$ cat config.mk
export PLATFORM = sky130hd
export DESIGN_NAME = branch_target_buffer
export DESIGN_NICKNAME = d
export VERILOG_FILES = /design/src/rtl/branch_target_buffer_pkg.sv /design/src/rtl/branch_target_buffer_sat_counter2.sv /design/src/rtl/branch_target_buffer.sv
export SDC_FILE = /design/constraint.sdc
export NUM_CORES = 2
export LEC_CHECK = 0
export ABC_CLOCK_PERIOD_IN_PS = 3000
export BUFFER_PORTS_ARGS = -buffer_cell sky130_fd_sc_hd__buf_2
export CORE_MARGIN = 3
export CORE_UTILIZATION = 55
export CTS_CLUSTER_DIAMETER = 80
export DETAILED_ROUTE_END_ITERATION = 8
export PLACE_DENSITY = 0.71
export RECOVER_POWER = 25
export SLEW_MARGIN = 20
export SYNTH_ARGS = -nofsm -noshare
export SYNTH_HDL_FRONTEND = slang
export SYNTH_SLANG_ARGS = --single-unit
$ cat constraint.sdc
create_clock -name clk -period 3 [get_ports clk]
set_input_delay 0 -clock clk [delete_from_list [all_inputs] [get_ports clk]]
set_output_delay 0 -clock clk [all_outputs]
set_load 0.03 [all_outputs]
$ cat src/rtl/branch_target_buffer_pkg.sv
// Shared BTB definitions: counter encodings, control-flow opcodes, index/tag extraction.
// Optional gshare counter indexing is enabled by defining BTB_GSHARE_EN.
`ifndef BRANCH_TARGET_BUFFER_PKG_SV
`define BRANCH_TARGET_BUFFER_PKG_SV

// Index and tag fields of a word-aligned PC for a table of 2**ib entries
`define BTB_IDX(pc, ib) pc[(ib)+1:2]
`define BTB_TAG(pc, ib) pc[31:(ib)+2]

package branch_target_buffer_pkg;

    typedef enum logic [1:0] {
        STRONG_NT = 2'b00,
        WEAK_NT   = 2'b01,
        WEAK_T    = 2'b10,
        STRONG_T  = 2'b11
    } ctr_t;

    localparam logic [6:0] OPC_JAL    = 7'b1101111;
    localparam logic [6:0] OPC_JALR   = 7'b1100111;
    localparam logic [6:0] OPC_BRANCH = 7'b1100011;

    function automatic logic is_ctrl_flow(input logic [6:0] opcode);
        return (opcode == OPC_JAL) || (opcode == OPC_JALR) || (opcode == OPC_BRANCH);
    endfunction

    function automatic logic is_jump(input logic [6:0] opcode);
        return (opcode == OPC_JAL) || (opcode == OPC_JALR);
    endfunction

endpackage

`endif

$ cat src/rtl/branch_target_buffer_sat_counter2.sv
// Combinational next state of a 2-bit saturating direction counter.
module branch_target_buffer_sat_counter2
    import branch_target_buffer_pkg::*;
(
    input  ctr_t ctr,
    input  logic inc,
    output ctr_t nxt
);

    always_comb begin
        nxt = ctr;
        if (inc) begin
            if (ctr != STRONG_T) nxt = ctr_t'(ctr + 2'd1);
        end else begin
            if (ctr != STRONG_NT) nxt = ctr_t'(ctr - 2'd1);
        end
    end

endmodule

$ cat src/rtl/branch_target_buffer.sv
// Direct-mapped branch target buffer feeding pc_BTB to the branch hazard unit.
// Define BTB_GSHARE_EN to index the direction counters by idx ^ global history.
module branch_target_buffer
    import branch_target_buffer_pkg::*;
#(
    parameter int INDEX_BITS = 5
) (
    input  logic        clk,
    input  logic        reset_n,
    input  logic [31:0] IF_pc,
    output logic [31:0] pc_BTB,
    output logic        pred_hit,
    output logic        pred_taken,
    input  logic        upd_valid,
    input  logic [31:0] upd_pc,
    input  logic [31:0] upd_target,
    input  logic        upd_taken,
    input  logic        upd_is_jump
);

    localparam int ENTRIES  = 1 << INDEX_BITS;
    localparam int TAG_BITS = 30 - INDEX_BITS;

    logic                  valid_q  [ENTRIES];
    logic                  jump_q   [ENTRIES];
    logic [TAG_BITS-1:0]   tag_q    [ENTRIES];
    logic [31:0]           target_q [ENTRIES];
    ctr_t                  ctr_q    [ENTRIES];

    logic [INDEX_BITS-1:0] rd_idx, up_idx, rd_cidx, up_cidx;
    logic [TAG_BITS-1:0]   rd_tag, up_tag;
    logic                  up_hit;
    logic                  ctr_wr_en;
    ctr_t                  ctr_rd, ctr_trained, ctr_new;
    logic [31:0]           pc_plus4;
    logic                  unused_pc_lsbs;

    assign rd_idx = `BTB_IDX(IF_pc, INDEX_BITS);
    assign rd_tag = `BTB_TAG(IF_pc, INDEX_BITS);
    assign up_idx = `BTB_IDX(upd_pc, INDEX_BITS);
    assign up_tag = `BTB_TAG(upd_pc, INDEX_BITS);
    assign unused_pc_lsbs = ^{IF_pc[1:0], upd_pc[1:0]};

`ifdef BTB_GSHARE_EN
    logic [INDEX_BITS-1:0] ghr_q;

    assign rd_cidx = rd_idx ^ ghr_q;
    assign up_cidx = up_idx ^ ghr_q;

    // Jumps are predicted by their jump bit alone, so they leave the shared counters alone
    assign ctr_wr_en = !upd_is_jump;
    assign ctr_new   = ctr_trained;

    always_ff @(posedge clk or negedge reset_n) begin
        if (!reset_n) begin
            ghr_q <= '0;
        end else if (upd_valid && !upd_is_jump) begin
            ghr_q <= {ghr_q[INDEX_BITS-2:0], upd_taken};
        end
    end
`else
    assign rd_cidx   = rd_idx;
    assign up_cidx   = up_idx;
    assign ctr_wr_en = 1'b1;

    always_comb begin
        ctr_new = ctr_trained;
        if (upd_is_jump)  ctr_new = STRONG_T;
        else if (!up_hit) ctr_new = upd_taken ? WEAK_T : WEAK_NT;
    end
`endif

    // Combinational read path
    assign ctr_rd     = ctr_q[rd_cidx];
    assign pred_hit   = valid_q[rd_idx] && (tag_q[rd_idx] == rd_tag);
    assign pred_taken = pred_hit && (jump_q[rd_idx] || ctr_rd == WEAK_T || ctr_rd == STRONG_T);
    assign pc_plus4   = IF_pc + 32'd4;
    assign pc_BTB     = pred_taken ? target_q[rd_idx] : pc_plus4;

    assign up_hit = valid_q[up_idx] && (tag_q[up_idx] == up_tag);

    branch_target_buffer_sat_counter2 u_sat_counter2 (
        .ctr (ctr_q[up_cidx]),
        .inc (upd_taken),
        .nxt (ctr_trained)
    );

    // Update path: hit and miss both rewrite target/jump; a miss also claims the entry
    always_ff @(posedge clk or negedge reset_n) begin
        if (!reset_n) begin
            for (int i = 0; i < ENTRIES; i++) begin
                valid_q[i]  <= 1'b0;
                jump_q[i]   <= 1'b0;
                tag_q[i]    <= '0;
                target_q[i] <= '0;
                ctr_q[i]    <= WEAK_NT;
            end
        end else if (upd_valid) begin
            valid_q[up_idx]  <= 1'b1;
            tag_q[up_idx]    <= up_tag;
            target_q[up_idx] <= upd_target;
            jump_q[up_idx]   <= upd_is_jump;
            if (ctr_wr_en) ctr_q[up_cidx] <= ctr_new;
        end
    end

endmodule

==> report_table.html <==
<table>
<tr><th>Metric</th><th>Value</th></tr>
<tr><th colspan="2">Timing</th></tr>
<tr><td>Tightest Pin Transition</td><td>1.95 ns</td></tr>
<tr><td>Remaining max-slew budget at the tightest pin</td><td>-30.1%</td></tr>
<tr><td>Worst Hold Margin</td><td>0.0407 ns</td></tr>
<tr><td>Count of final max-slew check failures</td><td>30</td></tr>
<tr><td>Minimum period implied by the final worst setup slack</td><td>approximately 4.4 ns</td></tr>
<tr><td>Final-report setup violation count</td><td>704</td></tr>
<tr><td>Final-layout setup total negative slack</td><td>-218.48 ns</td></tr>
<tr><td>Fin crit share</td><td>148%</td></tr>
<tr><td>Worst Clk Skew</td><td>about 0.025 ns</td></tr>
<tr><td>Count of final hold-check violations</td><td>0</td></tr>
<tr><td>Maximum clock rate</td><td>around 0.23 GHz</td></tr>
<tr><td>Setup repair after global routing missed its margin</td><td>yes</td></tr>
<tr><td>Final worst setup slack</td><td>-1.44 ns</td></tr>
<tr><th colspan="2">Die</th></tr>
<tr><td>Total number of placement rows</td><td>around 150</td></tr>
<tr><td>Die Width</td><td>roughly 430 microns</td></tr>
<tr><td>Die area</td><td>roughly 0.18 sq mm</td></tr>
<tr><td># IOs</td><td>approximately 140</td></tr>
<tr><td>Placeable Area</td><td>0.175 sq mm</td></tr>
<tr><td>Die span in y</td><td>between 400 and 500 microns</td></tr>
<tr><td>Starting density of the core</td><td>a little under three fifths</td></tr>
<tr><th colspan="2">Route</th></tr>
<tr><td>Average via count per standard cell</td><td>around 6.7</td></tr>
<tr><td>Drt first-iter violations</td><td>between 10,000 and 15,000</td></tr>
<tr><td>Via Count</td><td>around 84,000</td></tr>
<tr><td>Count of nets left with antenna violations after detail routing</td><td>0</td></tr>
<tr><td>Post-detailed-route wirelength per cell</td><td>31.4 microns</td></tr>
<tr><td>DRC violations left</td><td>4</td></tr>
<tr><td>Number of detailed-routing iterations run before antenna repair</td><td>9</td></tr>
<tr><td>Final Routed Wirelength</td><td>about 390 mm</td></tr>
<tr><th colspan="2">CTS</th></tr>
<tr><td>Clock tree from TritonCTS</td><td>yes</td></tr>
<tr><td>Clock latency on the worst-skew pair</td><td>0.86 ns</td></tr>
<tr><td>TritonCTS sink count</td><td>between 1,500 and 2,000</td></tr>
<tr><td>Deepest level of the CTS H-tree</td><td>4</td></tr>
<tr><td>Total clock buffers created by CTS</td><td>197</td></tr>
<tr><td>Clock-pin slew on the worst setup and hold paths</td><td>~0.060 ns</td></tr>
<tr><td>Number of buffers between clock root and the deepest sink</td><td>3</td></tr>
<tr><td>CTS Root Buffer Type</td><td>sky130_fd_sc_hd__clkbuf_16</td></tr>
<tr><th colspan="2">Critical path</th></tr>
<tr><td>Arr. time, crit path</td><td>around 4.4 ns</td></tr>
<tr><td>Crit path required time</td><td>3.00 ns</td></tr>
<tr><td>Cell Chain, Critical Path</td><td>mux4_2 -&gt; a22o_1 -&gt; a31oi_1 -&gt; a31oi_2 -&gt; nor4b_1 -&gt; buf_4 -&gt; o2111ai_4 -&gt; nor4_4 -&gt; buf_4 -&gt; nand4_4 -&gt; buf_12 -&gt; buf_12 -&gt; mux2i_4 -&gt; buf_6</td></tr>
<tr><td>Crit-path slowest cell</td><td>sky130_fd_sc_hd__mux4_2</td></tr>
<tr><td>Type of element launching the critical path</td><td>register</td></tr>
<tr><td>Crit path max-delay family</td><td>buffers and inverters</td></tr>
<tr><td>Worst setup slack for register-to-register paths</td><td>-0.29 ns</td></tr>
<tr><td>CP Capture Type</td><td>output port</td></tr>
<tr><td>Critical path class</td><td>register to output port</td></tr>
<tr><td>Crit-path max cell delay</td><td>0.50 ns</td></tr>
<tr><td>Maximum fanout along the worst path</td><td>13</td></tr>
<tr><td>CP Buf/Inv Count</td><td>5</td></tr>
<tr><th colspan="2">Yosys</th></tr>
<tr><td>Synth Instances</td><td>9,291</td></tr>
<tr><td>Cell types with the largest area share after synthesis</td><td>sky130_fd_sc_hd__dfrtp_1 (50%), sky130_fd_sc_hd__nand2_1 (15%), sky130_fd_sc_hd__mux4_2 (11%), sky130_fd_sc_hd__mux2_2 (6.8%), sky130_fd_sc_hd__mux2i_1 (6.3%)</td></tr>
<tr><td>Leading register cell type out of synthesis</td><td>sky130_fd_sc_hd__dfrtp_1</td></tr>
<tr><td>Number of warnings reported in the yosys synthesis log</td><td>0</td></tr>
<tr><td>Share of the yosys chip area belonging to registers</td><td>between 50% and 60%</td></tr>
<tr><td>Largest area contributor in the synthesized netlist</td><td>sky130_fd_sc_hd__dfrtp_1</td></tr>
<tr><td>Unique cell type count in the Yosys netlist</td><td>78</td></tr>
<tr><td>Share of synthesized flip-flops with an asynchronous set or reset</td><td>100%</td></tr>
<tr><td>Mean instance size in the synthesized netlist</td><td>10.4 sq um</td></tr>
<tr><td>Synthesized flop and latch total</td><td>between 1,500 and 2,000</td></tr>
<tr><td>Synth top area share</td><td>49.6%</td></tr>
<tr><td>Post-Synthesis Cell Area</td><td>just under 0.1 sq mm</td></tr>
<tr><td>EDFF count, synth</td><td>0</td></tr>
<tr><td>Synth Net Count</td><td>between 9,000 and 10,000</td></tr>
<tr><th colspan="2">Power and ir drop</th></tr>
<tr><td>Combinational cell fraction of total power</td><td>a little over a fifth</td></tr>
<tr><td>Total power per unit cell area</td><td>approximately 660 mW/mm^2</td></tr>
<tr><td>IR Drop Worst-Case VDD</td><td>~560 uV</td></tr>
<tr><td>LEAKAGE</td><td>58.3 nW</td></tr>
<tr><td>Power Internal</td><td>between 50 and 60 mW</td></tr>
<tr><td>Fraction of power spent switching nets</td><td>between 20% and 30%</td></tr>
<tr><td>Fraction of power consumed by the clock network</td><td>about a third</td></tr>
<tr><td>Sequential Power Share</td><td>between 40% and 50%</td></tr>
<tr><td>Total power consumption of the routed design</td><td>~78 mW</td></tr>
<tr><td>Net switching power figure</td><td>~23 mW</td></tr>
<tr><th colspan="2">GRT</th></tr>
<tr><td>Met2 GRT Util</td><td>between 60% and 70%</td></tr>
<tr><td>Met3 usage</td><td>14.6%</td></tr>
<tr><td>Via count of the first global-routing pass</td><td>83,400</td></tr>
<tr><td>Final global-route overflow total</td><td>0</td></tr>
<tr><td>Global-route wire length before repair</td><td>about 570 mm</td></tr>
<tr><td>Pin count of the biggest net entering global routing</td><td>approximately 130</td></tr>
<tr><td>Busiest layer in global routing</td><td>met2</td></tr>
<tr><td>Global routing usage summed across all routing layers</td><td>a little over two fifths</td></tr>
<tr><td>Antenna violations before repair</td><td>16</td></tr>
<tr><td>Routing usage on met1</td><td>a little over half</td></tr>
<tr><th colspan="2">Layout</th></tr>
<tr><td>Fill cell count</td><td>between 10,000 and 15,000</td></tr>
<tr><td>Most common cell after layout, fill and taps aside</td><td>sky130_fd_sc_hd__nand2_1</td></tr>
<tr><td>Final std cell area, no fill</td><td>about 0.12 sq mm</td></tr>
<tr><td>Area occupied by multi-input gates</td><td>between 0.04 and 0.05 sq mm</td></tr>
<tr><td>Layout cell share with drive strength beyond 1</td><td>28.8%</td></tr>
<tr><td>Storage element area</td><td>approximately 0.049 sq mm</td></tr>
<tr><td>Non-filler instance count after layout</td><td>about 13,000</td></tr>
<tr><td>Highest-count cells in the layout ignoring fill and taps</td><td>sky130_fd_sc_hd__nand2_1 (3,878), sky130_fd_sc_hd__dfrtp_1 (1,920), sky130_fd_sc_hd__buf_4 (896)</td></tr>
<tr><td>Area growth from synthesis to final layout</td><td>21.2%</td></tr>
<tr><td># nets final</td><td>between 10,000 and 15,000</td></tr>
<tr><td>Util after Layout</td><td>approximately two thirds</td></tr>
<tr><th colspan="2">Min path</th></tr>
<tr><td>Path type of the worst min-delay path</td><td>input pin to register</td></tr>
<tr><th colspan="2">Placed design</th></tr>
<tr><td>Final estimated routing congestion in global placement</td><td>1.02</td></tr>
<tr><td>Placed cell count</td><td>between 10,000 and 15,000</td></tr>
<tr><td>Cell area after placement</td><td>0.108 sq mm</td></tr>
<tr><td>Number of input and output port buffers inserted</td><td>~130</td></tr>
<tr><td>HPWL after detailed placement</td><td>237 mm</td></tr>
<tr><td>Pre-CTS setup slack</td><td>-1.39 ns</td></tr>
<tr><th colspan="2">Run status</th></tr>
<tr><td>Status</td><td>finished with violations</td></tr>
<tr><td>Violations in the final reports</td><td>DRC, capacitance limit, slew limit, setup timing</td></tr>
<tr><th colspan="2">Run</th></tr>
<tr><td>Max Cap Viol</td><td>1</td></tr>
</table>
-- synthesized netlist by cell type (all sizes together), types with 6 or more instances --
cell and count:
buf 218, and2 8, nor4 61, nor3b 9, and3 25, nand3 23, and4 6, nand2 3909
nor3 25, nor2 60, mux2i 614, xnor2 23, and3b 8, mux2 588, nand2b 38, a21oi 56
nor2b 10, clkbuf 592, o22ai 208, mux4 480, dfrtp 1920, a22oi 35, nand4 11, a221oi 18
a21boi 28, a22o 20, o311ai 6, dfstp 32, xor2 22, o31ai 65, a211oi 16, a31oi 7
o221ai 31, o21ai 55
-- cell type report --
cell class	count	area share, %
Sequential cell	1952	41.6
Inverter	6	0.0256
Multi-Input combinational cell	6526	39.7
Tap cell	2325	2.48
Antenna cell	20	0.0426
Clock buffer	288	4.95
Timing Repair Buffer	1315	10.2
Clock inverter	83	0.966
-- repair_timing --
item | 4_1_cts | 5_1_grt
pin swaps | 29 | 53
setup buffers | 19 | 12
setup endpoints to repair | 98 | 98
hold endpoints to repair | 3699 | 0
resized for setup | 193 | 101
cloned | 6 | 1
hold buffers | 64 | 0
-- state kept, by name, indices dropped and copies added (netlist names) --
signal,flops
target_q,1024
jump_q,32
ctr_q,64
tag_q,800
valid_q,32
-- power groups by stage --
stage	clock network (mW)	logic, mW	registers, mW
2_1_floorplan	0	9.45	33.9
3_3_place_gp	0	14.9	34.5
3_5_place_dp	0	15.5	34.8
4_1_cts	26.5	16.0	34.4
5_1_grt	27.6	17.6	35.1
6_report	26.5	16.5	34.7
-- cells by family (layout without fill, tap and decap cells) --
family | Yosys count | in the layout | synth area share (%)
AOI/OAI and AO/OA | 566 | 569 | 4.12
DFF | 1952 | 1952 | 50.4
xor gates and xnor gates | 45 | 45 | 0.407
buffers and inverters | 816 | 1692 | 3.53
adders and majority gates | 1 | 1 | 0.0129
and+or+nand+nor | 4229 | 4229 | 17.2
other | 0 | 20 | 0
muxes | 1682 | 1682 | 24.3
-- worst min-delay path, cell delays in order --
cell,delay (ns)
sky130_fd_sc_hd__dlygate4sd3_1,0.55
sky130_fd_sc_hd__buf_2,0.20
sky130_fd_sc_hd__nand2_1,0.07
sky130_fd_sc_hd__nand2_1,0.04
-- path summary, 6_finish.rpt --
| path | endpoint | from | cells past startpoint |
|---|---|---|---|
| min reg2reg | target_q[515] | target_q[515] | 2 |
| min | tag_q[13] | upd_pc[20] | 4 |
| max reg2reg | ctr_q[20] | tag_q[720] | 14 |
| min in group asynchronous | tag_q[210] | reset_n | 4 |
| max in group asynchronous | target_q[400] | reset_n | 4 |
| max | pc_BTB[20] | tag_q[518] | 14 |
-- per-layer routing --
layer	share of wire, %	wire length (microns)
met1	34	134000
met3	14	55300
met4	9.6	37600
met5	0.016	64
met2	42	166000
No activity file was read; power rests on OpenSTA's default activity.
